<file path="config.mk">
export PLATFORM = sky130hd
export DESIGN_NAME = fifo_sync_param
export DESIGN_NICKNAME = d
export VERILOG_FILES = /design/src/rtl/fifo_sync_param.sv
export SDC_FILE = /design/constraint.sdc
export NUM_CORES = 1
export LEC_CHECK = 0
export ABC_AREA = 1
export CAP_MARGIN = 20
export CORE_AREA = 2 2 90 92
export CTS_CLUSTER_DIAMETER = 200
export DETAILED_ROUTE_END_ITERATION = 10
export DIE_AREA = 0 0 92 94
export GPL_TIMING_DRIVEN = 0
export PLACE_DENSITY_LB_ADDON = 0.3
export SLEW_MARGIN = 20
export SYNTH_ARGS = -nofsm -noshare
export SYNTH_HDL_FRONTEND = slang
export SYNTH_SLANG_ARGS = --single-unit
</file>
<file path="constraint.sdc">
create_clock -name clk -period 2.5 [get_ports clk]
set_clock_uncertainty 0.15 [all_clocks]
set_input_delay 0.375 -clock clk [delete_from_list [all_inputs] [get_ports clk]]
set_output_delay 0.375 -clock clk [all_outputs]
set_load 0.005 [all_outputs]
</file>
<file path="src/rtl/fifo_sync_param.sv">
// fifo_sync_param: parametrised single-clock FIFO with register-array
// storage, occupancy counter, full/empty/almost flags and a sticky
// overflow/underflow error flag.
//
// Optional build macro: FIFO_FWFT_EN
//   undefined (default): registered read, fifo_data_out updates one edge
//                        after an accepted pop, data_valid pulses for it.
//   defined            : first-word-fall-through, head word is shown
//                        combinationally whenever the FIFO is not empty.
//
// Status flags are registers updated from the next-state count, so they
// change on the edge after the causing push/pop and have no combinational
// path from push/pop.
module fifo_sync_param #(
    parameter int DATA_WIDTH      = 10,
    parameter int ADDR_WIDTH      = 3,
    parameter int ALMOST_FULL_TH  = 6,
    parameter int ALMOST_EMPTY_TH = 2
) (
    input  logic                  clk,
    input  logic                  reset,
    input  logic [DATA_WIDTH-1:0] fifo_data_in,
    input  logic                  push,
    input  logic                  pop,
    output logic [DATA_WIDTH-1:0] fifo_data_out,
    output logic                  data_valid,
    output logic                  fifo_full,
    output logic                  fifo_empty,
    output logic                  almost_full,
    output logic                  almost_empty,
    output logic [ADDR_WIDTH:0]   fifo_count,
    output logic                  fifo_error
);

    localparam int DEPTH = 1 << ADDR_WIDTH;
    localparam int CW    = ADDR_WIDTH + 1;

    localparam logic [CW-1:0]         DEPTH_C = CW'(DEPTH);
    localparam logic [CW-1:0]         AF_TH_C = CW'(ALMOST_FULL_TH);
    localparam logic [CW-1:0]         AE_TH_C = CW'(ALMOST_EMPTY_TH);
    localparam logic [CW-1:0]         ZERO_C  = CW'(0);
    localparam logic [CW-1:0]         ONE_C   = CW'(1);
    localparam logic [ADDR_WIDTH-1:0] PTR_ONE = ADDR_WIDTH'(1);
    localparam logic [ADDR_WIDTH-1:0] PTR_ZERO = ADDR_WIDTH'(0);

    // Flag vector layout: {full, empty, almost_full, almost_empty}
    function automatic logic [3:0] decode_flags(input logic [CW-1:0] cnt);
        decode_flags = {(cnt == DEPTH_C), (cnt == ZERO_C),
                        (cnt >= AF_TH_C), (cnt <= AE_TH_C)};
    endfunction

    // Storage and bookkeeping state
    logic [DATA_WIDTH-1:0] mem_r [DEPTH];
    logic [ADDR_WIDTH-1:0] wr_ptr_r;
    logic [ADDR_WIDTH-1:0] rd_ptr_r;
    logic [CW-1:0]         count_r;
    logic                  full_r;
    logic                  empty_r;
    logic                  afull_r;
    logic                  aempty_r;
    logic                  error_r;

    // Next-state decode
    logic                  pop_ok_s;
    logic                  push_ok_s;
    logic                  reject_s;
    logic [CW-1:0]         count_next_s;
    logic [3:0]            flags_next_s;

    // Request acceptance: a push into a full FIFO is allowed only when a pop
    // frees the head slot in the same cycle. Pop never succeeds while empty.
    always_comb begin
        pop_ok_s  = 1'b0;
        push_ok_s = 1'b0;
        reject_s  = 1'b0;
        if (pop && !empty_r) begin
            pop_ok_s = 1'b1;
        end else begin
            pop_ok_s = 1'b0;
        end
        if (push && (!full_r || pop_ok_s)) begin
            push_ok_s = 1'b1;
        end else begin
            push_ok_s = 1'b0;
        end
        if ((push && !push_ok_s) || (pop && !pop_ok_s)) begin
            reject_s = 1'b1;
        end else begin
            reject_s = 1'b0;
        end
    end

    // Occupancy update: push-only grows, pop-only shrinks, both/neither hold
    always_comb begin
        count_next_s = count_r;
        case ({push_ok_s, pop_ok_s})
            2'b10:   count_next_s = count_r + ONE_C;
            2'b01:   count_next_s = count_r - ONE_C;
            2'b11:   count_next_s = count_r;
            2'b00:   count_next_s = count_r;
            default: count_next_s = count_r;
        endcase
        flags_next_s = decode_flags(count_next_s);
    end

    // Pointer, count, flag and sticky error registers; reset wins over requests
    always_ff @(posedge clk) begin
        if (reset) begin
            wr_ptr_r <= PTR_ZERO;
            rd_ptr_r <= PTR_ZERO;
            count_r  <= ZERO_C;
            {full_r, empty_r, afull_r, aempty_r} <= decode_flags(ZERO_C);
            error_r  <= 1'b0;
        end else begin
            if (push_ok_s) begin
                wr_ptr_r <= wr_ptr_r + PTR_ONE;
            end
            if (pop_ok_s) begin
                rd_ptr_r <= rd_ptr_r + PTR_ONE;
            end
            count_r  <= count_next_s;
            {full_r, empty_r, afull_r, aempty_r} <= flags_next_s;
            error_r  <= error_r | reject_s;
        end
    end

    // Storage write; the array is deliberately not cleared by reset
    always_ff @(posedge clk) begin
        if (push_ok_s && !reset) begin
            mem_r[wr_ptr_r] <= fifo_data_in;
        end
    end

    assign fifo_full    = full_r;
    assign fifo_empty   = empty_r;
    assign almost_full  = afull_r;
    assign almost_empty = aempty_r;
    assign fifo_count   = count_r;
    assign fifo_error   = error_r;

`ifdef FIFO_FWFT_EN
    // Head word falls through; pop only acknowledges what is already shown
    assign fifo_data_out = mem_r[rd_ptr_r];
    assign data_valid    = !empty_r;
`else
    logic [DATA_WIDTH-1:0] dout_r;
    logic                  valid_r;

    // Registered read: the word at rd_ptr is captured on the accepting edge.
    // With push+pop on a full FIFO the slot is read before it is overwritten.
    always_ff @(posedge clk) begin
        if (reset) begin
            dout_r  <= {DATA_WIDTH{1'b0}};
            valid_r <= 1'b0;
        end else if (pop_ok_s) begin
            dout_r  <= mem_r[rd_ptr_r];
            valid_r <= 1'b1;
        end else begin
            valid_r <= 1'b0;
        end
    end

    assign fifo_data_out = dout_r;
    assign data_valid    = valid_r;
`endif

endmodule

</file>
# After elaboration in Yosys (flattened, before gate mapping)
# Memories as Yosys holds them, arrays and structs flattened. A register that Yosys moved wholly into a read port is not among the register bits.
# Index checks and enable logic that the tools add are counted.
# word_totals
output_inout_bits,20
mem_bits_rw,80
input_bits,14
memories,1
register_bits,16
# op_classes
n_bitwise,1
eq_ne,4
n_mux,7
n_lt_le_gt_ge,2
n_addsub,4
n_reduce_logical,15
# mem_list
memory,depth,width,read_ports,rd_clocked_by_memory_dff,write_ports,line_no,text
mem_r,8,10,1,1,1,53,logic [DATA_WIDTH-1:0] mem_r [DEPTH];
# op_table
operator,n
$pmux 4 s3,1
$add 3x1->3 const B,2
$mux 1,6
$logic_and 1x1->1,5
$logic_not 1->1,5
$add 4x1->4 const B,1
$eq 2x2->1 const B,2
$eq 4x4->1 const B,1
$ge 4x3->1 const B,1
$le 4x2->1 const B,1
$logic_not 4->1,1
$sub 4x1->4 const B,1
$eq 2x1->1 const B,1
$logic_not 2->1,1
$logic_or 1x1->1,2
$reduce_or 2->1,1
$or 1x1->1,1

# Longest topological paths before layout
# depth
ltp_word,11
depth_mapped,19
depth_no_buf,18

# Least setup slack after synthesis
# No wires, ideal clock.
# synth_path
path_kind,input-to-reg
startpoint,input port pop
endpoint,"register empty_r, in the netlist fifo_empty"
setup_time_ns,0.109
cell_stages,18
n_path_buf,2
t_arrival_ns,2.070
path_slack_ns,0.171
required_ns,2.241
path_cell_list,inv_1 -> or2_1 -> buf_6 -> clkinv_2 -> buf_2 -> ha_1 -> nand2_1 -> inv_2 -> nor2_2 -> ha_1 -> a21oi_1 -> nand2_1 -> nand3_1 -> nand2_1 -> nand2_1 -> nand2_1 -> nand2_1 -> inv_1
# synth_between
elab_chain_cells,9
# synth_rtl
item,line_no,text
from (decl),24,"input logic pop,"
$logic_and 1x1->1 *,76,if (pop && !empty_r) begin
$mux 1 *,76,
via pop_ok_s,64,logic pop_ok_s;
$logic_or 1x1->1,81,if (push && (!full_r || pop_ok_s)) begin
$logic_and 1x1->1,81,
$mux 1,81,
$eq 2x2->1 / $logic_not 2->1 (equally long branches),96,"case ({push_ok_s, pop_ok_s})"
$reduce_or 2->1 (no line),--,
$pmux 4 s3 *,96,
$logic_not 4->1 *,48,"decode_flags = {(cnt == DEPTH_C), (cnt == ZERO_C),"
to (signal assigned),112,"{full_r, empty_r, afull_r, aempty_r} <= decode_flags(ZERO_C);"
to (signal assigned),122,"{full_r, empty_r, afull_r, aempty_r} <= flags_next_s;"
to (decl),58,logic empty_r;
# Mark *: on every way through the listed nets, which the timed path passes. The rest lies on a longest branch.
# A chain may end at the register's enable or synchronous reset.

# Final worst setup path
# layout_path
startpoint,input port reset
endpoint,memory mem_r[4][2] (enable)
# layout_between
elab_chain_cells,4
# layout_rtl
item,line_no,text
from (decl),21,"input logic reset,"
$logic_not 1->1,129,if (push_ok_s && !reset) begin
$logic_and 1x1->1,129,
$mux 1,129,
$mux 1 (implied by the code),130,mem_r[wr_ptr_r] <= fifo_data_in;
to (decl),53,
# No other way between the ends.

==> flow_summary_export.csv <==
group,metric,value,unit
global_route,overflow,0,
synth,netlist_instances,377,
timing,tightest_slew,0.924,ns
detailed_routing,ant_nets,0,
worst_setup_path,arrival,2.19,ns
cells_and_area,final_cell_mix,"edfxtp_1, nor2_1, o21ai_0",
power_and_ir_drop,vdd_ir_drop_max,0.495,mV
synth,synth_edf_count,80,
power_and_ir_drop,pwr_density_cell,876,nW/µm²
synth,async_reset_ff_share,0,%
detailed_routing,viasPerCell,5.77,
worst_setup_path,worstPathRequired,2.34,ns
status,status,"finished clean",
worst_setup_path,cp-start-kind,"input port",
cells_and_area,final_common_cell,"edfxtp_1",
die,core_region_area,7610,µm²
worst_setup_path,regToRegSetupSlack,0.17,ns
cells_and_area,drive_above_1_share,13.4,%
global_route,grt_first_pass_wirelength,14.9,mm
synth,syn_area,4300,µm²
timing,max_slew_margin,38.0,%
synth,ys_ff_latch,106,
cells_and_area,layoutNonFillerInstCount,528,
placed_design,portBuffers,33,
placed_design,finalWeightedCongestion,0.893,
placed_design,pre_cts_ws,-0.604,ns
timing,setup-violations-final,0,
clock_tree,htree_num_levels,3,
detailed_routing,drt_wl_total,9.67,mm
die,fp.dieW,92,µm
timing,period_minus_slack,2.35,ns
global_route,grt_max_degree,20,
clock_tree,cts_tree,"built",
cells_and_area,area_delta_synth_final,16.4,%
worst_hold_path,hold_depth,3,
synth,synth-seq-area-share,67.9,%
synth,ys.flop_type,"edfxtp_1",
timing,grt_setup_unrepaired,"false",
detailed_routing,vias,3044,
synth,syn_avg_cell_area,11.4,µm²
synth,yosysWarnings,0,
worst_hold_path,worst_hold_path.endpoint,"fifo_error",
synth,synth_nets,396,
die,die_h,94,µm
power_and_ir_drop,p_leak,1.78,nW
clock_tree,numCtsBuffers,9,
worst_setup_path,worstRegToRegCells,15,
die,rows,32,
clock_tree,root_buffer,"clkbuf_8",
timing,fmax,426,MHz
global_route,grt_antenna_before_repair,0,
die,initial_core_util,56.6,%
timing,final_max_slew_viol_count,0,
detailed_routing,drtIter0Drc,249,
clock_tree,numClockSinks,106,
cells_and_area,finalNetCount,440,
placed_design,dpl.cell_count,512,
worst_setup_path,r2r_end,"fifo_empty",
detailed_routing,avgRoutedWirePerCell,18.3,µm
synth,synth_cell_type_count,28,
die,die_area,8650,µm²
global_route,track_usage,23.7,%
placed_design,post_dp_cell_area,4760,µm²
detailed_routing,drtPass1Iterations,5,
timing,hold_viol,0,
worst_setup_path,end_kind,"flop",
clock_tree,worstSkewPairLatency,0.37,ns
run,cap_violations,0,
worst_setup_path,crit_fanout,10,
worst_hold_path,min_path_type,"in -> reg",
global_route,grt_pass1_vias,2955,
power_and_ir_drop,finalPower,0.00439,W
cells_and_area,diodes,0,
detailed_routing,drc,0,
worst_setup_path,critical_path_class,"in -> reg",
timing,setup_tns,0,ns
timing,fin_ws,0.151,ns
timing,min_period_over_period,94.0,%
placed_design,dp_hpwl,6.24,mm
worst_hold_path,min_from,"pop",
clock_tree,cts.clk_slew.worst_paths,0.10,ns
worst_setup_path,timing.rr.start,"fifo_empty",
die,io_pins,34,
clock_tree,cts.path.max_buffers,2,
cells_and_area,design_area,5010,µm²
[how the worst max path moves through the flow]
| stage | from | endpoint | slack (ns) | cells past startpoint |
|---|---|---|---|---|
| 6_report | reset | mem_r[4][2] | 0.15 | 5 |
| 2_1_floorplan | pop | fifo_empty | 0.17 | 18 |
| 5_1_grt | reset | mem_r[4][2] | 0.03 | 5 |
| 4_1_cts | pop | mem_r[2][2] | 0.01 | 9 |
| 3_5_place_dp | pop | fifo_empty | -0.60 | 19 |
| 3_3_place_gp | pop | fifo_empty | -0.53 | 19 |
[synth_stat cells, types with 9 or more instances]
cell type	count	area, µm²
buf_2	11	55.1
nand2_1	35	131
dfxtp_1	26	521
o21ai_1	12	60.1
nor2_1	68	255
o211ai_1	20	150
a21oi_1	18	90.1
inv_1	17	63.8
o21ai_0	44	220
edfxtp_1	80	2400
nand3_1	9	45.0
[sequential cells by signal, summed over array words and instances, names as in the netlist]
signal	flops
almost_empty	1
wr_ptr_r	3
data_valid	1
fifo_error	1
almost_full	1
fifo_empty	1
mem_r	80
rd_ptr_r	3
fifo_full	1
fifo_count	4
fifo_data_out	10
[what timing repair did]
item / in CTS / in global routing
setup endpoints to repair: 15 / 30
pin swaps: 0 / 6
gates cloned: 0 / 0
setup buffers: 0 / 1
hold buffers: 0 / 0
gates resized for setup: 3 / 12
[worst max-delay path, cell delays in order]
cell	delay [ns]
clkdlybuf4s50_1	0.54
inv_1	0.14
buf_2	0.29
nand2_4	0.13
nor3_2	0.71
[stage by stage]
stage               hold slack [ns]  util (%)
CTS                           0.390      65.0
global placement              0.352      62.6
detailed placement            0.370      62.6
finish                        0.191      65.9
global route                  0.176      65.9
floorplan                     0.294         -
[where the power goes]
part | internal (W) | total, W | switching (W)
clock | 0.000377 | 0.000973 | 0.000596
combinational | 0.000530 | 0.00127 | 0.000740
sequential | 0.00204 | 0.00214 | 0.000104
total | 0.00294 | 0.00439 | 0.00144
[kinds of logic (layout without fill, tap and decap cells)]
| family | count (synthesis) | count (layout) | synth area share, % |
|---|---|---|---|
| flip-flops | 106 | 106 | 67.9 |
| AND/OR/NAND/NOR | 127 | 127 | 13.2 |
| AO/OA/AOI/OAI | 96 | 96 | 12.5 |
| buffers and inverters | 41 | 90 | 4.59 |
| XOR/XNOR | 2 | 2 | 0.407 |
| adder cells (fa/ha/maj) | 5 | 5 | 1.45 |
[layer usage]
metal	GRT usage, %	wire length (µm)	up-vias
met5	0	0	-
li1	-	-	1408
met1	30.9	3990	1495
met3	4.09	622	26
met4	12.1	282	0
met2	38.7	4780	115
[final cells by class]
class / count / area (µm²)
Fill cell: 569 / 2600
Tap cell: 102 / 128
Timing Repair Buffer: 34 / 340
Sequential cell: 106 / 2920
Buffer: 18 / 104
Multi-Input combinational cell: 230 / 1250
Clock buffer: 10 / 128
Clock inverter: 6 / 46.3
Inverter: 22 / 92.6
Note: power is estimated with default switching activity, not from simulation.
